**config.mk**
```make
export PLATFORM = sky130hd
export DESIGN_NAME = uart_rx_ctrl
export DESIGN_NICKNAME = d
export VERILOG_FILES = /design/src/rtl/uart_rx_ctrl.sv
export SDC_FILE = /design/constraint.sdc
export NUM_CORES = 1
export LEC_CHECK = 0
export BUFFER_PORTS_ARGS = -buffer_cell sky130_fd_sc_hd__buf_2
export CAP_MARGIN = 15
export CELL_PAD_IN_SITES_DETAIL_PLACEMENT = 1
export CELL_PAD_IN_SITES_GLOBAL_PLACEMENT = 2
export CORE_MARGIN = 2
export CORE_UTILIZATION = 41
export CTS_CLUSTER_SIZE = 10
export DETAILED_ROUTE_END_ITERATION = 8
export PLACE_DENSITY = 0.95
export SETUP_SLACK_MARGIN = 0.4
export SLEW_MARGIN = 40
export SYNTH_ARGS = -nofsm -noshare
export SYNTH_HDL_FRONTEND = slang
export SYNTH_SLANG_ARGS = --single-unit
export TNS_END_PERCENT = 30
```
**constraint.sdc**
```tcl
create_clock -name CLK -period 6.1 [get_ports CLK]
set_input_delay 0.915 -clock CLK [delete_from_list [all_inputs] [get_ports CLK]]
set_output_delay 0.915 -clock CLK [all_outputs]
set_load 0.02 [all_outputs]
```
**src/rtl/uart_rx_ctrl.sv**
```systemverilog
// UART receiver: 3-sample majority vote per bit, optional parity, 1 or 2 stop bits.
// Latency: result reported one cycle after the mid+1 sample of the last stop bit.
// No backpressure: DATA_VALID/PAR_ERR/STP_ERR/BREAK are single-cycle pulses.
// Optional break detection is enabled by defining UART_RX_BREAK_DET_EN.
module uart_rx_ctrl #(
    parameter int DATA_W  = 8,
    parameter int PRESC_W = 6
) (
    input  logic               CLK,
    input  logic               RST,
    input  logic               RX_IN,
    input  logic               PAR_EN,
    input  logic               PAR_TYP,
    input  logic               STOP2,
    input  logic [PRESC_W-1:0] PRESCALE,
    output logic [DATA_W-1:0]  P_DATA,
    output logic               DATA_VALID,
    output logic               PAR_ERR,
    output logic               STP_ERR,
    output logic               BREAK,
    output logic               BUSY
);

    localparam int BIT_W = (DATA_W > 1) ? $clog2(DATA_W) : 1;
    localparam logic [BIT_W-1:0]   LAST_BIT = BIT_W'(DATA_W - 1);
    localparam logic [BIT_W-1:0]   BONE     = BIT_W'(1);
    localparam logic [PRESC_W-1:0] ONE      = PRESC_W'(1);

    typedef enum logic [2:0] {IDLE, START, DATA, PARITY, STOP, REPORT} state_t;

    state_t             state;
    logic [PRESC_W-1:0] edge_cnt;
    logic [PRESC_W-1:0] presc_q;
    logic [BIT_W-1:0]   bit_cnt;
    logic [DATA_W-1:0]  shreg;
    logic               par_en_q, par_typ_q, stop2_q;
    logic               stop_idx;
    logic               s0, s1;
    logic               par_err_q, stp_err_q;

    logic [PRESC_W-1:0] mid, mid_m1, mid_p1, last_edge, edge_nxt;
    logic               wrap, at_m1, at_mid, at_vote, vote, fin_stp, frame_ok;

    assign mid       = presc_q >> 1;
    assign mid_m1    = mid - ONE;
    assign mid_p1    = mid + ONE;
    assign last_edge = presc_q - ONE;
    assign wrap      = (edge_cnt == last_edge);
    assign at_m1     = (edge_cnt == mid_m1);
    assign at_mid    = (edge_cnt == mid);
    assign at_vote   = (edge_cnt == mid_p1);
    assign edge_nxt  = wrap ? '0 : edge_cnt + ONE;

    // Third sample is taken live at edge M+1 so the voted bit is usable that cycle.
    assign vote     = (s0 & s1) | (s0 & RX_IN) | (s1 & RX_IN);
    assign fin_stp  = stp_err_q | ~vote;
    assign frame_ok = ~fin_stp & ~par_err_q;

    assign BUSY = (state != IDLE);

`ifdef UART_RX_BREAK_DET_EN
    logic stop1_q, par_bit_q, brk_hold, brk_q, fin_brk;

    assign fin_brk = (shreg == '0) && !(par_en_q && par_bit_q) &&
                     !(stop_idx ? stop1_q : vote);
    assign BREAK   = brk_q;
`else
    assign BREAK = 1'b0;
`endif

    always_ff @(posedge CLK or negedge RST) begin
        if (!RST) begin
            state      <= IDLE;
            edge_cnt   <= '0;
            presc_q    <= '0;
            bit_cnt    <= '0;
            shreg      <= '0;
            par_en_q   <= 1'b0;
            par_typ_q  <= 1'b0;
            stop2_q    <= 1'b0;
            stop_idx   <= 1'b0;
            s0         <= 1'b1;
            s1         <= 1'b1;
            par_err_q  <= 1'b0;
            stp_err_q  <= 1'b0;
            P_DATA     <= '0;
            DATA_VALID <= 1'b0;
            PAR_ERR    <= 1'b0;
            STP_ERR    <= 1'b0;
`ifdef UART_RX_BREAK_DET_EN
            stop1_q    <= 1'b1;
            par_bit_q  <= 1'b0;
            brk_hold   <= 1'b0;
            brk_q      <= 1'b0;
`endif
        end else begin
            DATA_VALID <= 1'b0;
            PAR_ERR    <= 1'b0;
            STP_ERR    <= 1'b0;
`ifdef UART_RX_BREAK_DET_EN
            brk_q      <= 1'b0;
`endif
            if (at_m1)  s0 <= RX_IN;
            if (at_mid) s1 <= RX_IN;

            case (state)
                IDLE: begin
                    if (!RX_IN) begin
                        // The detecting cycle itself is edge 0 of the start bit.
                        state     <= START;
                        edge_cnt  <= ONE;
                        presc_q   <= PRESCALE;
                        par_en_q  <= PAR_EN;
                        par_typ_q <= PAR_TYP;
                        stop2_q   <= STOP2;
                        bit_cnt   <= '0;
                        stop_idx  <= 1'b0;
                        par_err_q <= 1'b0;
                        stp_err_q <= 1'b0;
                    end
                end

                START: begin
                    edge_cnt <= edge_nxt;
                    if (at_vote && vote) begin
                        state    <= IDLE;
                        edge_cnt <= '0;
                    end else if (wrap) begin
                        state <= DATA;
                    end
                end

                DATA: begin
                    edge_cnt <= edge_nxt;
                    if (at_vote) shreg <= {vote, shreg[DATA_W-1:1]};
                    if (wrap) begin
                        if (bit_cnt == LAST_BIT) begin
                            bit_cnt <= '0;
                            state   <= par_en_q ? PARITY : STOP;
                        end else begin
                            bit_cnt <= bit_cnt + BONE;
                        end
                    end
                end

                PARITY: begin
                    edge_cnt <= edge_nxt;
                    if (at_vote) begin
                        par_err_q <= vote ^ (^shreg) ^ par_typ_q;
`ifdef UART_RX_BREAK_DET_EN
                        par_bit_q <= vote;
`endif
                    end
                    if (wrap) state <= STOP;
                end

                STOP: begin
                    if (at_vote) begin
                        stp_err_q <= fin_stp;
`ifdef UART_RX_BREAK_DET_EN
                        if (!stop_idx) stop1_q <= vote;
`endif
                    end
                    if (at_vote && !(stop2_q && !stop_idx)) begin
                        state      <= REPORT;
                        edge_cnt   <= '0;
                        DATA_VALID <= frame_ok;
                        if (frame_ok) P_DATA <= shreg;
`ifdef UART_RX_BREAK_DET_EN
                        if (fin_brk) begin
                            brk_q    <= 1'b1;
                            brk_hold <= 1'b1;
                        end else begin
                            PAR_ERR <= par_err_q;
                            STP_ERR <= fin_stp;
                        end
`else
                        PAR_ERR <= par_err_q;
                        STP_ERR <= fin_stp;
`endif
                    end else begin
                        edge_cnt <= edge_nxt;
                        if (wrap) stop_idx <= 1'b1;
                    end
                end

                REPORT: begin
`ifdef UART_RX_BREAK_DET_EN
                    // After a break, stay busy until the line has idled high for a full bit.
                    if (brk_hold) begin
                        if (!RX_IN) begin
                            edge_cnt <= '0;
                        end else if (wrap) begin
                            state    <= IDLE;
                            edge_cnt <= '0;
                            brk_hold <= 1'b0;
                        end else begin
                            edge_cnt <= edge_cnt + ONE;
                        end
                    end else begin
                        state <= IDLE;
                    end
`else
                    state <= IDLE;
`endif
                end

                default: begin
                    state    <= IDLE;
                    edge_cnt <= '0;
                end
            endcase
        end
    end

endmodule

```
; ---- Word level (Yosys, flattened, before mapping)
; Cells that the tools add are included.
[op_classes]
reduce_logical = 21
n_bitwise = 14
mux = 32
add_sub_neg = 5
eq_ne = 20
[ops]
columns = operator, n
row1 = $mux W3, 11
row2 = $pmux W6 S5, 1
row3 = $mux W6, 4
row4 = $eq A6 B6 Y1, 3
row5 = $ne A2 B2 Y1 const B, 9
row6 = $pmux W3 S5, 1
row7 = $reduce_and A3 Y1, 4
row8 = $mux W1, 11
row9 = $eq A3 B3 Y1 const B, 3
row10 = $reduce_xor A8 Y1, 1
row11 = $add A5 B1 Y6 const B, 1
row12 = $add A6 B1 Y6 const B, 1
row13 = $eq A3 B2 Y1 const B, 2
row14 = $eq A6 B5 Y1, 1
row15 = $pmux W1 S2, 3
row16 = $pmux W3 S2, 1
row17 = $reduce_and A2 Y1, 3
row18 = $reduce_and A6 Y1, 1
row19 = $reduce_bool A2 Y1, 3
row20 = $sub A5 B1 Y6 const B, 1
row21 = $sub A6 B1 Y6 const B, 1
row22 = $not A1 Y1, 5
row23 = $and A1 B1 Y1, 4
row24 = $reduce_and A4 Y1, 1
row25 = 10 further kinds, 16
[totals]
elab_cells = 109
output_inout_bits = 13
regBits = 45
input_bits = 12

; ---- Longest topological paths before layout
[logic_depth]
depth_word = 9
depth_mapped = 10
depth_no_buf = 8

; ---- Worst setup path after synthesis
; Ideal clock, no wire load.
[synth_timing]
kind = input-to-reg
startpoint = in RX_IN
endpoint = reg state[0]
setup_ns = 0.127
path_slack_ns = 3.328
t_required_ns = 5.973
arrival_ns = 2.645
path_buffers = 1
cell_stages = 7
cell_sequence = clkbuf_1 a21o_1 o21ai_1 or4_1 o31ai_4 o211a_1 mux2_1
[synth_between]
elab_chain_cells = 6
word_cells_on_any_way = 10
cone_classes = eq/ne: 2 / mux: 2 / bitwise: 4 / reduce/logical: 2
[synth_rtl]
columns = item, line
row1 = start: declaration, 11  ; input logic RX_IN,
row2 = $and A1 B1 Y1, 55  ; assign vote = (s0 & s1) | (s0 & RX_IN) | (s1 & RX_IN);
row3 = $or A1 B1 Y1 (2 in a row), 55
row4 = $logic_and A1 B1 Y1, 125  ; if (at_vote && vote) begin
row5 = $ne A3 B3 Y1 (no line) / $mux W3 (equally long branches), -
row6 = $reduce_and A6 Y1 (no line) / $pmux W3 S5 (equally long branches), -
row7 = end signal: assignment, 139  ; state <= par_en_q ? PARITY : STOP;
row8 = end: declaration, 31  ; state_t state;
; Several ways; a longest one is shown, not always the timed one.
; A chain may end at the register's enable or synchronous reset.

; ---- Worst setup path after layout
[layout_timing]
startpoint = reg presc_q[1]
endpoint = reg state[1]
[layout_between]
elab_chain_cells = 5
word_cells_on_any_way = 13
cone_classes = add/sub: 2 / eq/ne: 6 / mux: 2 / reduce/logical: 3
[layout_rtl]
columns = item, line
row1 = start: declaration, 33  ; logic [PRESC_W-1:0] presc_q;
row2 = start signal: assignment, 75  ; presc_q <= '0;
row3 = start signal: assignment, 112  ; presc_q <= PRESCALE;
row4 = $add A5 B1 Y6, 46  ; assign mid_p1 = mid + ONE;
row5 = $eq A6 B6 Y1, 51  ; assign at_vote = (edge_cnt == mid_p1);
row6 = "$logic_and A1 B1 Y1, on equally long branches", "125, 164"
row7 = "$ne A3 B3 Y1 (no line), or another cell as far along", -
row8 = $reduce_and A6 Y1 (no line) / $pmux W3 S5 (equally long branches), -
; Several ways; a longest one is shown, not always the timed one.

==> impl_metrics.toml <==
[status]
status = "finished, final reports clean"

[routing]
dr.pass1.iters = 4
highest_layer = "met4"
routedWlPerCell_um = 16.58
wirelength_um = 5934
viasPerCell = 5.570
vias = 1994
wl_met1_um = 2650
dr_wl_met2_um = 3007
drtIter0Drc = 72
met3_length_um = 205
drc_errors = 0
postRouteAntennaNets = 0

[global_routing]
grt_pass1_vias = 1996
grt_pass1_wl_um = 10010
antenna_found_initial = 0
grt_overflow_total = 0
grt.total_usage_pct = 17.43
grt_max_degree = 46

[cts]
cts_buffer_depth = 2
cts-buffers-inserted = 5
cts_resized = 0
cts.htree.levels = 2
cts_setup_buffers = 0
clock-root-buffer = "clkbuf_8"
worst_skew_pair.late_latency_ns = 0.31
clk_pin_slew_ns = 0.10
cts.sinks = 45
postCtsHoldBufs = 0
cts_tree = "built"

[critical_path]
r2r_start = "presc_q[1]"
ff2ff_path_depth = 8
path_max_fanout = 8
end_kind = "register"
worstSetupPathType = "register to register"
worstPathArrival_ns = 3.21
crit_path_start_kind = "register"
critPathSlowestCell = "dfrtp_1"
reg2reg_slack_ns = 3.08
cpPeakStageDelay_ns = 0.47
crit_start = "presc_q[1]"
rr_endpoint = "state[1]"
required_ns = 6.29
crit_end = "state[1]"
path_cells = "inv_1 > ha_1 > a21bo_1 > or3_1 > a2111oi_2 > and2_1 > o211a_1 > mux2_1"

[floorplanning]
fp.dieH_um = 85.08
pin_count = 25
start_util_pct = 42.44
fp.dieArea_um2 = 7238
core_um2 = 6350
fp.dieW_um = 85.08
rows = 29

[logic_synthesis]
synth_edf_count = 0
async_flop_share_pct = 100.0
seq_area_frac_synth_pct = 41.88
synth_warnings = 0
synth.area.top_cells = "dfrtp_1 (40%), mux2_1 (8.4%), xnor2_1 (5.8%), nand2_1 (5.3%), ha_1 (3.2%)"
synth_xor_area_share_pct = 8.728
synthMuxAreaShare_pct = 9.842
ys.flop_type = "dfrtp_1"
synth_cell_types = 58
synth_fa_ha_area_share_pct = 3.250
syn_inst = 267
yosys.area.top_type = "dfrtp_1"
synth-compound-area-share_pct = 13.88
synth.cell_area_um2 = 2695
synth_top_family_by_area = "simple AND/OR/NAND/NOR gates"
synthSimpleGateAreaFrac_pct = 17.64
post_synth.cell_area_avg_um2 = 10.09
synth_top_cell_area_share_pct = 39.93
synth-seq-cells = 45
synth_nets = 286

[pwr]
swShare_pct = 44.08
pwr-share-comb_pct = 47.2
power_density_nw_per_um2 = 475.5
p_sw_mw = 0.6154
ir_worst_vdd_mv = 0.1962
total_power_mw = 1.396
internal-power_mw = 0.7805
leakage_nw = 1.371
p_clk_share_pct = 16.9
share_seq_of_total_power_pct = 35.9

[place]
io_buffers = 23
gp_congestion = 0.8524
post-place-ws_ns = 3.092
dpl.hpwl_um = 4245

[job]
maxCapViolCount = 0

[timing]
setup_viol = 0
finalWorstSetupSlack_ns = 3.082
min_period_ns = 3.018
rsz0062_at_grt = "false"
fmax_mhz = 331.3
fin_worst_skew_ns = 0.01007
setup_tns_ns = 0
slew_headroom_pct = 51.37
fin_crit_sh_pct = 49.48
tightest_slew_ns = 0.7239
final-max-slew-violation-count = 0
hold_viol = 0

[finish]
diodes = 0
filler_cell_count = 705
layout-drive-gt1-share_pct = 15.66
syn_to_final_growth_pct = 8.914
nNetsFinal = 299

[hold_path]
hold_class = "register to register"
worst max-delay path, delay by kind of cell (launching register included):
family	cells	cell delay [ns]
AOI/OAI and AO/OA	3	0.89
adders and majority gates	1	0.27
buffers and inverters	1	0.18
DFF	1	0.47
muxes	1	0.33
and+or+nand+nor	2	0.74
area by class of cell:
class	instances	area (µm²)	area share, %
Multi-Input combinational cell	196	1444	49.19
Sequential cell	45	1129	38.45
Timing Repair Buffer	23	117.6	4.007
Tap cell	77	96.34	3.282
Clock buffer	5	68.82	2.344
Clock inverter	3	46.29	1.577
Inverter	9	33.78	1.151
registers in the layout (all words and copies together), names as in the netlist:
name / count
DATA_VALID: 1
PAR_ERR: 1
P_DATA: 8
STP_ERR: 1
bit_cnt: 3
edge_cnt: 6
par_en_q: 1
par_err_q: 1
par_typ_q: 1
presc_q: 6
s0: 1
s1: 1
shreg: 8
state: 3
stop2_q: 1
stop_idx: 1
stp_err_q: 1
layer usage:
| layer | vias to the layer above | GRT usage, % |
|---|---|---|
| li1 | 956 | - |
| met1 | 1001 | 23.00 |
| met2 | 30 | 29.69 |
| met3 | 7 | 3.210 |
| met4 | 0 | 4.329 |
| met5 | - | 0 |
cells by family (layout without fill, tap and decap cells):
group,Yosys count,in the layout
AND/OR/NAND/NOR,92,92
multiplexers,24,24
AO/OA/AOI/OAI,46,46
flip-flops,45,45
XOR/XNOR,26,26
other,1,1
adder cells (fa/ha/maj),7,7
buffers and inverters,26,40
power by group through the flow:
stage	Combinational, mW	Sequential, mW	Clock [mW]
detailed placement	0.655	0.505	0
finish	0.658	0.502	0.236
CTS	0.664	0.501	0.242
global placement	0.633	0.502	0
floorplan	0.602	0.424	0
global route	0.736	0.520	0.251
through the flow:
step           util (%)  hold WS (ns)  cells  cell area (µm²)
2_1_floorplan         -        0.4467    267             2695
3_3_place_gp      44.34        0.4637    350             2815
3_5_place_dp      44.41        0.4735    350             2820
4_1_cts           46.23        0.4990    358             2935
5_1_grt           46.23        0.5190    358             2935
6_report          46.23        0.4887    358             2935
cells in the mapped netlist (2+ instances only):
cell type / number
or2_1: 4
xnor2_1: 18
dfrtp_1: 43
a21oi_1: 6
inv_1: 9
a221o_1: 3
o211ai_1: 3
nand2b_1: 3
and3b_1: 2
clkbuf_1: 6
ha_1: 7
o21ai_1: 7
nand3_1: 7
nor2b_1: 4
nand2_1: 38
nor2_1: 8
mux2i_1: 4
a21o_1: 2
nor3_1: 5
a31oi_1: 2
a2111oi_0: 3
o21a_1: 2
buf_4: 3
or3_1: 5
nand4_1: 2
o21ai_0: 3
xor2_1: 7
and2_1: 4
buf_2: 6
and4_1: 2
mux2_1: 20
o31ai_1: 2
dfstp_2: 2
worst min path at each step:
| stage | end | depth (start not counted) | from | slack (ns) |
|---|---|---|---|---|
| global placement | stop2_q | 2 | stop2_q | 0.46 |
| floorplan | stop2_q | 2 | stop2_q | 0.45 |
| finish | P_DATA[5] | 1 | P_DATA[5] | 0.49 |
| detailed placement | P_DATA[5] | 1 | P_DATA[5] | 0.47 |
| global route | P_DATA[5] | 1 | P_DATA[5] | 0.52 |
| CTS | P_DATA[1] | 1 | P_DATA[1] | 0.50 |
placed cells by master (no fill, tap or decap), types with 2 or more instances in the layout:
cell type,synthesis,final
a21o_1,2,2
o21ai_0,3,3
buf_2,6,22
a31oi_1,2,2
nor2_1,8,7
and2_1,4,4
and3b_1,2,2
mux2i_1,4,4
a21oi_1,6,6
clkbuf_8,0,5
inv_1,9,9
dfstp_2,2,2
nor2b_1,4,4
or2_1,4,4
o21ai_1,7,7
a2111oi_0,3,3
or3_1,5,5
nand2b_1,3,3
nor3_1,5,5
nand3_1,7,7
nand4_1,2,2
o211ai_1,3,3
a221o_1,3,3
dfrtp_1,43,43
xor2_1,7,7
and4_1,2,2
o31ai_1,2,2
ha_1,7,7
mux2_1,20,20
nor2_2,1,2
nand2_1,38,38
o21a_1,2,2
xnor2_1,18,18
Power figures use the tool's default switching activity.
